$ cat config.mk
export PLATFORM = sky130hd
export DESIGN_NAME = instr_encoder
export DESIGN_NICKNAME = d
export VERILOG_FILES = /design/src/rtl/instr_encoder.sv
export SDC_FILE = /design/constraint.sdc
export NUM_CORES = 1
export LEC_CHECK = 0
export CORE_UTILIZATION = 24
export CTS_BUF_LIST = sky130_fd_sc_hd__clkbuf_4 sky130_fd_sc_hd__clkbuf_8 sky130_fd_sc_hd__clkbuf_16
export DETAILED_ROUTE_END_ITERATION = 6
export PLACE_DENSITY_LB_ADDON = 0.12
export SYNTH_ARGS = -nofsm -noshare
export SYNTH_HDL_FRONTEND = slang
export SYNTH_SLANG_ARGS = --single-unit
$ cat constraint.sdc
create_clock -name clk -period 6.7 [get_ports clk]
set_input_delay 1.34 -clock clk [delete_from_list [all_inputs] [get_ports clk]]
set_output_delay 1.34 -clock clk [all_outputs]
set_load 0.02 [all_outputs]
$ cat src/rtl/instr_encoder.sv
// LEGv8 instruction encoder: packs class/registers/immediate into a 32-bit word, range-checks the immediate,
// and emits it with a sequential word address through a 2-stage valid/ready pipeline. Optional macro: ENCODER_SAT_EN.
`ifndef WORD
`define WORD 64
`endif
`ifndef INSTR_LEN
`define INSTR_LEN 32
`endif

module instr_encoder #(
  parameter int ADDR_W = 6
) (
  input  logic                  clk,
  input  logic                  reset,
  input  logic                  in_valid,
  output logic                  in_ready,
  input  logic [1:0]            in_class,
  input  logic [4:0]            in_rt,
  input  logic [4:0]            in_rn,
  input  logic [`WORD-1:0]      in_imm,
  output logic                  out_valid,
  input  logic                  out_ready,
  output logic [`INSTR_LEN-1:0] out_instr,
  output logic [ADDR_W-1:0]     out_addr,
  output logic                  out_err,
  output logic [7:0]            err_count
);

  logic                  s1_valid;
  logic [`INSTR_LEN-1:0] s1_instr;
  logic                  s1_err;
  logic                  s1_advance;

  logic                  fit9, fit26, fit19;
  logic [8:0]            sat9;
  logic [25:0]           sat26;
  logic [18:0]           sat19;
  logic [8:0]            f9;
  logic [25:0]           f26;
  logic [18:0]           f19;
  logic [`INSTR_LEN-1:0] pack;
  logic                  pack_err;

  assign s1_advance = !out_valid || out_ready;
  assign in_ready   = !s1_valid || s1_advance;

  // An immediate fits an N-bit field when every bit from 63 down to N-1 is a copy of the sign.
  assign fit9  = (&in_imm[63:8])  | ~(|in_imm[63:8]);
  assign fit26 = (&in_imm[63:25]) | ~(|in_imm[63:25]);
  assign fit19 = (&in_imm[63:18]) | ~(|in_imm[63:18]);

`ifdef ENCODER_SAT_EN
  assign sat9  = in_imm[63] ? 9'h100     : 9'h0FF;
  assign sat26 = in_imm[63] ? 26'h2000000 : 26'h1FFFFFF;
  assign sat19 = in_imm[63] ? 19'h40000  : 19'h3FFFF;
`else
  assign sat9  = '0;
  assign sat26 = '0;
  assign sat19 = '0;
`endif

  assign f9  = fit9  ? in_imm[8:0]  : sat9;
  assign f26 = fit26 ? in_imm[25:0] : sat26;
  assign f19 = fit19 ? in_imm[18:0] : sat19;

  always_comb begin
    pack     = '0;
    pack_err = 1'b0;
    case (in_class)
      2'd0: begin
        pack     = {11'b11111000010, f9, 2'b00, in_rn, in_rt};
        pack_err = !fit9;
      end
      2'd1: begin
        pack     = {11'b11111000000, f9, 2'b00, in_rn, in_rt};
        pack_err = !fit9;
      end
      2'd2: begin
        pack     = {6'b000101, f26};
        pack_err = !fit26;
      end
      default: begin
        pack     = {8'b10110100, f19, in_rt};
        pack_err = !fit19;
      end
    endcase
  end

  always_ff @(posedge clk or posedge reset) begin
    if (reset) begin
      s1_valid  <= 1'b0;
      s1_instr  <= '0;
      s1_err    <= 1'b0;
      out_valid <= 1'b0;
      out_instr <= '0;
      out_err   <= 1'b0;
      out_addr  <= '0;
      err_count <= '0;
    end else begin
      if (in_ready) s1_valid <= in_valid;
      if (in_valid && in_ready) begin
        s1_instr <= pack;
        s1_err   <= pack_err;
      end
      // Output register only loads when the consumer has drained it, keeping out_* stable under stall.
      if (s1_advance) begin
        out_valid <= s1_valid;
        if (s1_valid) begin
          out_instr <= s1_instr;
          out_err   <= s1_err;
        end
      end
      if (out_valid && out_ready) begin
        out_addr <= out_addr + ADDR_W'(1);
        if (out_err && err_count != 8'hFF) err_count <= err_count + 8'd1;
      end
    end
  end

endmodule

## Yosys cells after proc, flatten, opt, wreduce, memory -nomap -nowiden

Index checks and enable logic that the tools add are counted.

| storage, ports and cells | value |
|---|---|
| register bits after elaboration | 82 |
| output and inout bits | 49 |
| bits in latches | 0 |
| ROM bits | 0 |
| memory bits (writable) | 0 |
| memories kept | 0 |

| cells by class | value |
|---|---|
| reduce and logical (&&, ||, !) cells | 20 |
| div/mod/pow operators | 0 |
| eq/ne operators | 3 |
| magnitude comparators | 0 |
| bitwise operators | 6 |
| $add $sub $neg | 2 |
| multipliers | 0 |
| mux-type cells | 5 |
| shift operators | 0 |

Operators by type and width:

| kind | count |
|---|---|
| 32-bit one-hot mux with 3 select lines | 1 |
| 56-bit AND reduction | 1 |
| 56-bit OR reduction | 1 |
| 46-bit AND reduction | 1 |
| 46-bit OR reduction | 1 |
| 39-bit AND reduction | 1 |
| 39-bit OR reduction | 1 |
| 26-bit two-way mux | 1 |
| 19-bit two-way mux | 1 |
| 9-bit two-way mux | 1 |
| 8-bit by 1-bit adder with 8-bit output, second input constant | 1 |
| 8-bit inequality test, second input constant | 1 |
| 6-bit by 1-bit adder with 6-bit output, second input constant | 1 |
| 1-bit logical NOT | 5 |
| 2-bit AND reduction | 2 |
| 1-bit logical AND | 3 |
| 1-bit inverter | 3 |
| 1-bit bitwise OR | 3 |
| 2-bit by 1-bit == test with 1-bit output, second input constant | 1 |
| 2-bit == test, second input constant | 1 |
| 2-bit logical NOT | 1 |
| 1-bit logical OR | 2 |
| 1-bit one-hot mux with 2 select lines | 1 |
| 2-bit OR reduction | 1 |

## Longest topological paths before layout

Gate-level depths: netlist of the first run.

| depth | value |
|---|---|
| depth in word-level cells | 5 |
| mapped depth | 8 |
| gate-level depth less buffers | 6 |

## Least setup slack after synthesis of the first run

Ideal clock, no wire load.

| timing | value |
|---|---|
| kind | input -> register |
| from | input port in_imm[46] |
| to | register s1_instr[12] |
| setup time | 0.096 ns |
| slack | 3.652 ns |
| path buffers | 0 |
| data required time | 6.604 ns |
| data arrival time | 2.952 ns |
| stages on the path | 6 |
| path through | nor4_1 nand2_1 or4_4 o31ai_4 a31oi_1 o31ai_1 |

| on the way | value |
|---|---|
| cells in the longest elaborated chain, start to end | 5 |
| elaborated cells between the ends (all ways) | 16 |
| classes of those cells | 4 x mux; 6 x bitwise; 6 x reduce/logical |

Ends and longest elaborated chain:

| what | RTL line | text |
|---|---|---|
| from (decl) | 20 | `` input logic [`WORD-1:0] in_imm, `` |
| 56-bit OR reduction, or another cell as far along | 48 | `assign fit9 = (&in_imm[63:8]) \| ~(\|in_imm[63:8]);` |
| 1-bit inverter, on equally long branches | 48, 49, 50 |  |
| 1-bit bitwise OR, on equally long branches | 48, 49, 50 |  |
| 9-bit two-way mux, or another cell as far along | 62 | `assign f9 = fit9 ? in_imm[8:0] : sat9;` |
| 32-bit one-hot mux with 3 select lines * | 69 | `case (in_class)` |
| to (signal assigned) | 102 | `s1_instr <= pack;` |
| to (decl) | 30 | `` logic [`INSTR_LEN-1:0] s1_instr; `` |

Every way passes the cells marked *; elsewhere a longest branch is shown, timed or not.
A chain may end at the register's enable or synchronous reset.

## Worst setup path in the final report of the first run

| timing | value |
|---|---|
| from | input port in_imm[45] |
| to | register s1_instr[17] |

Same word-level chain as after synthesis.

==> run_results.csv, run 1 <==
group,metric,value,unit
setup_path,setup_slack_on_the_worst_flop_to_flop_path,5000,ps
timing,fmax,246,MHz
timing,finalWorstPathRequiredPeriod,4070,ps
timing,worstMarginPinSlew,1010,ps
routing,initialDrtViolationCount,180,
flow_run,maxCapViolCount,0,
pwr,power_density,279,nW/um2
routing,detail_route.vias_per_cell,4.75,
setup_path,worstSetupStartpointType,"input pin",
placed_design,gp_congestion,0.809,
clocking,holdBufCountCts,0,
logic_synthesis,yosysUniqueCellTypes,33,
floorplanning,ios,129,
clocking,clock_tree_from_tritoncts,"yes",
placed_design,port_buffers,128,
cells_and_area,layout.nets,571,
cells_and_area,post_route_cells_drive_above_1_share,0.120,
logic_synthesis,post-synth-top-area-fraction,0.518,
timing,final_number_of_hold_violating_endpoints,0,
floorplanning,cell_rows,45,
clocking,cts-root-buf,"sky130_fd_sc_hd__clkbuf_16",
cells_and_area,layout_common_cells,"128 x sky130_fd_sc_hd__clkdlybuf4s50_1, 78 x sky130_fd_sc_hd__dfrtp_1, 43 x sky130_fd_sc_hd__nand2_1",
setup_path,crit_end_category,"flop",
floorplanning,die_area,16200,um2
logic_synthesis,netlist_top_cells_area,"sky130_fd_sc_hd__dfrtp_1 52%, sky130_fd_sc_hd__mux2_2 9.9%, sky130_fd_sc_hd__nand2_1 4.3%",
floorplanning,floorplan.initialDensity,0.247,
status,result_of_the_run,"completed",
setup_path,cp_data_arrival_time,4300,ps
grt,grt_first_pass_wirelength,18200,um
routing,avgRoutedWirePerCell,16.0,um
pwr,total_leakage_power,0.00219,uW
logic_synthesis,syn-num-nets,446,
cells_and_area,most_common_cell_after_layout_fill_and_taps_aside,"sky130_fd_sc_hd__clkdlybuf4s50_1",
grt,grt_start_max_net_pins,79,
clocking,postCtsResizedCells,0,
clocking,post-cts-setup-buffers,0,
timing,worst_clock_skew,9.23,ps
floorplanning,fp.coreArea,15300,um2
cells_and_area,area_growth,47.9,%
routing,detail-route-antenna-nets,0,
floorplanning,fp.dieW,127,um
clocking,worstSkewPairLatency,330,ps
clocking,cts.sinks,78,
grt,globalRouteTotalUtil,0.146,
cells_and_area,insertedDiodeCount,0,
clocking,clockBufferDepth,2,
logic_synthesis,ys_ff_latch,78,
grt,globalRouteOverflowTotal,0,
clocking,cts_buf_count,9,
logic_synthesis,post_synthesis_cells,364,
clocking,worst_setup_hold_path_clk_slew,60,ps
logic_synthesis,synth.yosys.seq_area_share,0.518,
logic_synthesis,synth_area_leader_cell,"sky130_fd_sc_hd__dfrtp_1",
logic_synthesis,number_of_warning_messages_in_the_yosys_log,0,
placed_design,dp_hpwl,8500,um
min_path,hold_class,"reg -> reg",
timing,setup_viol,0,
floorplanning,dieHeight,127,um
setup_path,worstSetupPathType,"in -> reg",
grt,first_global_vias,3527,
clocking,htree_num_levels,3,
timing,final_period_utilization,0.607,
setup_path,cp_max_fo,13,
pwr,ir_worst_vdd,110,uV
pwr,fin_total_pwr,1560,uW
grt,grt_antenna_before_repair,0,
timing,maxSlewViolCount,0,
logic_synthesis,average_cell_area_after_synthesis,10.3,um2
routing,vias,3342,
logic_synthesis,synthesis.area,3770,um2
timing,slew_headroom,0.326,
setup_path,critPathRequiredTime,6930,ps
routing,drt_pass1_iterations,4,
timing,rsz0062_at_grt,"no",
timing,finalSetupTns,0,ps
routing,drt_drc_violations_left,0,
routing,totalWireLength,11200,um
## cell usage after synthesis
master                      n
sky130_fd_sc_hd__a32oi_1    4
sky130_fd_sc_hd__o22a_1     1
sky130_fd_sc_hd__and2_1    12
sky130_fd_sc_hd__nand4_1   20
sky130_fd_sc_hd__a41oi_1    9
sky130_fd_sc_hd__xor2_1     5
sky130_fd_sc_hd__o21ai_0   15
sky130_fd_sc_hd__o31ai_4    1
sky130_fd_sc_hd__nand2_1   43
sky130_fd_sc_hd__a221oi_1  10
sky130_fd_sc_hd__nor3_1     3
sky130_fd_sc_hd__dfrtp_1   78
sky130_fd_sc_hd__a21oi_2    1
sky130_fd_sc_hd__and3_1     1
sky130_fd_sc_hd__ha_1       2
sky130_fd_sc_hd__nand3b_1   2
sky130_fd_sc_hd__o211a_1    1
sky130_fd_sc_hd__or4_4      1
sky130_fd_sc_hd__nand3_1   12
sky130_fd_sc_hd__nor4_1    15
sky130_fd_sc_hd__inv_1      2
sky130_fd_sc_hd__buf_4      2
sky130_fd_sc_hd__mux2_2    33
sky130_fd_sc_hd__o21ai_1    2
sky130_fd_sc_hd__a21oi_1    8
sky130_fd_sc_hd__o31ai_1    9
sky130_fd_sc_hd__nand2b_1   5
sky130_fd_sc_hd__buf_1      2
sky130_fd_sc_hd__buf_2      2
sky130_fd_sc_hd__a31oi_1   10
sky130_fd_sc_hd__xnor2_1    7
sky130_fd_sc_hd__clkbuf_1  15
sky130_fd_sc_hd__nor2_1    31
## path summary, 6_finish.rpt
kind | end | from | cells after the start
worst max-delay path | s1_instr[17] | in_imm[45] | 7
worst min-delay path | s1_instr[28] | s1_instr[28] | 1
worst max register to register | s1_instr[17] | out_valid | 5
worst min register to register | s1_instr[28] | s1_instr[28] | 1
max in group asynchronous | out_instr[24] | reset | 3
min in group asynchronous | err_count[2] | reset | 3
## routing by layer
| layer | track usage | share of wire | wire length [um] | vias up |
|---|---|---|---|---|
| li1 | - | - | - | 1606 |
| met1 | 0.187 | 0.46 | 5140 | 1595 |
| met2 | 0.236 | 0.47 | 5270 | 126 |
| met3 | 0.0402 | 0.059 | 665 | 15 |
| met4 | 0.0532 | 0.015 | 172 | 0 |
| met5 | 0 | 0 | 0 | - |
## flip-flops by register name, summed over array words and instances, names as in the netlist
register / cells
s1_err: 1
out_addr: 6
err_count: 8
out_valid: 1
s1_instr: 30
out_instr: 30
s1_valid: 1
out_err: 1
## critical path, stage by stage
cell and delay, ps:
sky130_fd_sc_hd__clkdlybuf4s50_1 420, sky130_fd_sc_hd__nor4_1 310, sky130_fd_sc_hd__nand2_1 90, sky130_fd_sc_hd__or4_4 650, sky130_fd_sc_hd__o21ai_1 730, sky130_fd_sc_hd__o21ai_1 410, sky130_fd_sc_hd__o31ai_1 350
## kinds of logic after synthesis
group / count (synthesis) / synth area share
AO/OA/AOI/OAI: 71 / 0.134
XOR/XNOR: 12 / 0.0279
buffers and inverters: 23 / 0.0256
flip-flops: 78 / 0.518
multiplexers: 33 / 0.0987
AND/OR/NAND/NOR: 145 / 0.189
adder cells (fa/ha/maj): 2 / 0.00664
## stage by stage
step                      utilization  hold slack, ps  area [um2]  setup WS, ps  cells
after floorplan                     -             430        3770          3360    364
after global placement          0.346             447        5280          2500    689
after detailed placement        0.346             450        5280          2370    689
after CTS                       0.365             467        5570          2670    704
after global routing            0.365             486        5570          2400    704
final                           0.365             458        5570          2630    704
## power breakdown
| group | leakage [uW] | switching (uW) | internal, uW | total [uW] |
|---|---|---|---|---|
| Sequential | 0.000969 | 68.4 | 557 | 625 |
| Clock | 0.000145 | 180 | 299 | 479 |
| Combinational | 0.00107 | 213 | 239 | 452 |
| Total | 0.00219 | 461 | 1090 | 1560 |
## area by class of cell
type                            instances  area [um2]
Fill cell                            1574        9690
Multi-Input combinational cell        263        1720
Clock inverter                          4        47.5
Sequential cell                        78        1950
Inverter                                2        8.76
Timing Repair Buffer                  135        1330
Clock buffer                           11         246
Tap cell                              211         264
No activity file was read; power rests on OpenSTA's default activity.
==> run 2: changes to the inputs <==
==> constraint.sdc (replaced) <==
create_clock -name clk -period 3.42 [get_ports clk]
set_input_delay 0.684 -clock clk [delete_from_list [all_inputs] [get_ports clk]]
set_output_delay 0.684 -clock clk [all_outputs]
set_load 0.02 [all_outputs]
==> run_results.csv, run 2 (synthesis gave the netlist of run 1 again) <==
group,metric,value,unit
routing,vias,3416,
cells_and_area,post_route_cells_drive_above_1_share,0.129,
cells_and_area,insertedDiodeCount,0,
placed_design,dp_hpwl,8730,um
timing,slew_headroom,0.538,
floorplanning,ios,129,
placed_design,gp_congestion,0.801,
timing,worstMarginPinSlew,693,ps
clocking,holdBufCountCts,0,
routing,avgRoutedWirePerCell,16.1,um
grt,grt_start_max_net_pins,79,
grt,first_global_vias,3404,
cells_and_area,reg.largest.list,"out_instr x30, s1_instr x30, err_count x8",
timing,final_period_utilization,0.848,
status,result_of_the_run,"completed",
cells_and_area,layout.nets,576,
timing,finalWorstPathRequiredPeriod,2900,ps
timing,setup_ws,519,ps
pwr,total_leakage_power,0.00223,uW
setup_path,critPathRequiredTime,3660,ps
floorplanning,cell_rows,45,
floorplanning,fp.coreArea,15300,um2
routing,totalWireLength,11400,um
setup_path,worstSetupStartpointType,"input pin",
floorplanning,dieHeight,127,um
timing,worst_clock_skew,9.70,ps
setup_path,cell_breakdown_of_the_critical_path,"clkdlybuf4s50_1 > nor4_1 > nand4_1 > or4_4 > o31ai_4 > a31oi_1 > o31ai_1",
pwr,power_density,559,nW/um2
routing,detail-route-antenna-nets,0,
setup_path,crit_slowest_cell,"sky130_fd_sc_hd__or4_4",
placed_design,port_buffers,128,
floorplanning,floorplan.initialDensity,0.247,
clocking,clock_tree_from_tritoncts,"yes",
floorplanning,fp.dieW,127,um
grt,globalRouteTotalUtil,0.146,
clocking,clockBufferDepth,2,
clocking,worstSkewPairLatency,330,ps
grt,globalRouteOverflowTotal,0,
grt,grt_first_pass_wirelength,18100,um
timing,finalSetupTns,0,ps
flow_run,maxCapViolCount,0,
timing,maxSlewViolCount,0,
floorplanning,die_area,16200,um2
clocking,worst_setup_hold_path_clk_slew,60,ps
timing,final_number_of_hold_violating_endpoints,0,
routing,initialDrtViolationCount,247,
placed_design,dp.cells,694,
routing,drt_drc_violations_left,0,
cells_and_area,layout_common_cells,"128 x sky130_fd_sc_hd__clkdlybuf4s50_1, 78 x sky130_fd_sc_hd__dfrtp_1, 43 x sky130_fd_sc_hd__nand2_1",
timing,setup_viol,0,
clocking,htree_num_levels,3,
routing,detail_route.vias_per_cell,4.82,
timing,rsz0062_at_grt,"no",
setup_path,worstSetupPathType,"in -> reg",
cells_and_area,most_common_cell_after_layout_fill_and_taps_aside,"sky130_fd_sc_hd__clkdlybuf4s50_1",
routing,drt_pass1_iterations,5,
placed_design,postPlaceCellArea,5330,um2
clocking,cts-root-buf,"sky130_fd_sc_hd__clkbuf_16",
setup_path,cp_max_fo,13,
min_path,hold_class,"reg -> reg",
clocking,cts.sinks,78,
cells_and_area,area_growth,50.1,%
clocking,cts_buf_count,9,
cells_and_area,post_layout_instance_count_excluding_filler_cells,709,
setup_path,critical-path-max-stage-delay,560,ps
setup_path,cp_data_arrival_time,3140,ps
placed_design,dp_slack,186,ps
timing,fmax,345,MHz
clocking,postCtsResizedCells,0,
pwr,ir_worst_vdd,231,uV
setup_path,crit_end_category,"flop",
cells_and_area,post-route-cell-area,5650,um2
clocking,post-cts-setup-buffers,0,
grt,grt_antenna_before_repair,0,
[run 2: cell types whose count changed in the layout (fill, tap and decap cells not counted), sizes merged]
cell / delta
clkbuf: +1
clkinv: -2
bufinv: +1
buf: +5
[run 2: layout make-up]
| type | instances | area (um2) |
|---|---|---|
| Fill cell | 1559 | 9600 |
| Sequential cell | 78 | 1950 |
| Multi-Input combinational cell | 263 | 1720 |
| Timing Repair Buffer | 140 | 1380 |
| Tap cell | 211 | 264 |
| Clock buffer | 12 | 260 |
| Clock inverter | 3 | 67.6 |
| Inverter | 2 | 8.76 |
[run 2: path summary, 6_finish.rpt]
check,slack [ps],cells past startpoint,startpoint,endpoint
min reg2reg,460,2,s1_instr[24],s1_instr[24]
min,460,2,s1_instr[24],s1_instr[24]
max reg2reg,1840,4,out_valid,s1_instr[17]
min in group asynchronous,770,3,reset,out_addr[0]
max in group asynchronous,2320,3,reset,out_instr[29]
max,520,7,in_imm[25],s1_instr[17]
[run 2: power by group]
| group | switching [uW] | internal, uW | leakage (uW) | total, uW |
|---|---|---|---|---|
| sequential | 135 | 1090 | 0.000969 | 1230 |
| clock | 362 | 683 | 0.000158 | 1040 |
| combinational | 419 | 471 | 0.00110 | 890 |
[run 2: metrics by stage]
stage	hold WS, ps	total power (uW)	util
after global routing	492	3330	0.371
after CTS	465	3210	0.371
after floorplan	430	1670	-
after global placement	446	2130	0.349
after detailed placement	452	2150	0.349
final	455	3160	0.371
[run 2: worst max-delay path, delay by kind of cell]
kind / cells / cell delay [ps]
AOI/OAI and AO/OA: 3 / 920
buffers and inverters: 1 / 460
and+or+nand+nor: 3 / 1060
[run 2: per-layer routing]
metal,global-route usage,routed length (um),up-vias
met5,0,0,-
met4,0.0567,197,0
met3,0.0381,809,17
met2,0.232,5300,145
met1,0.189,5150,1639
li1,-,-,1615
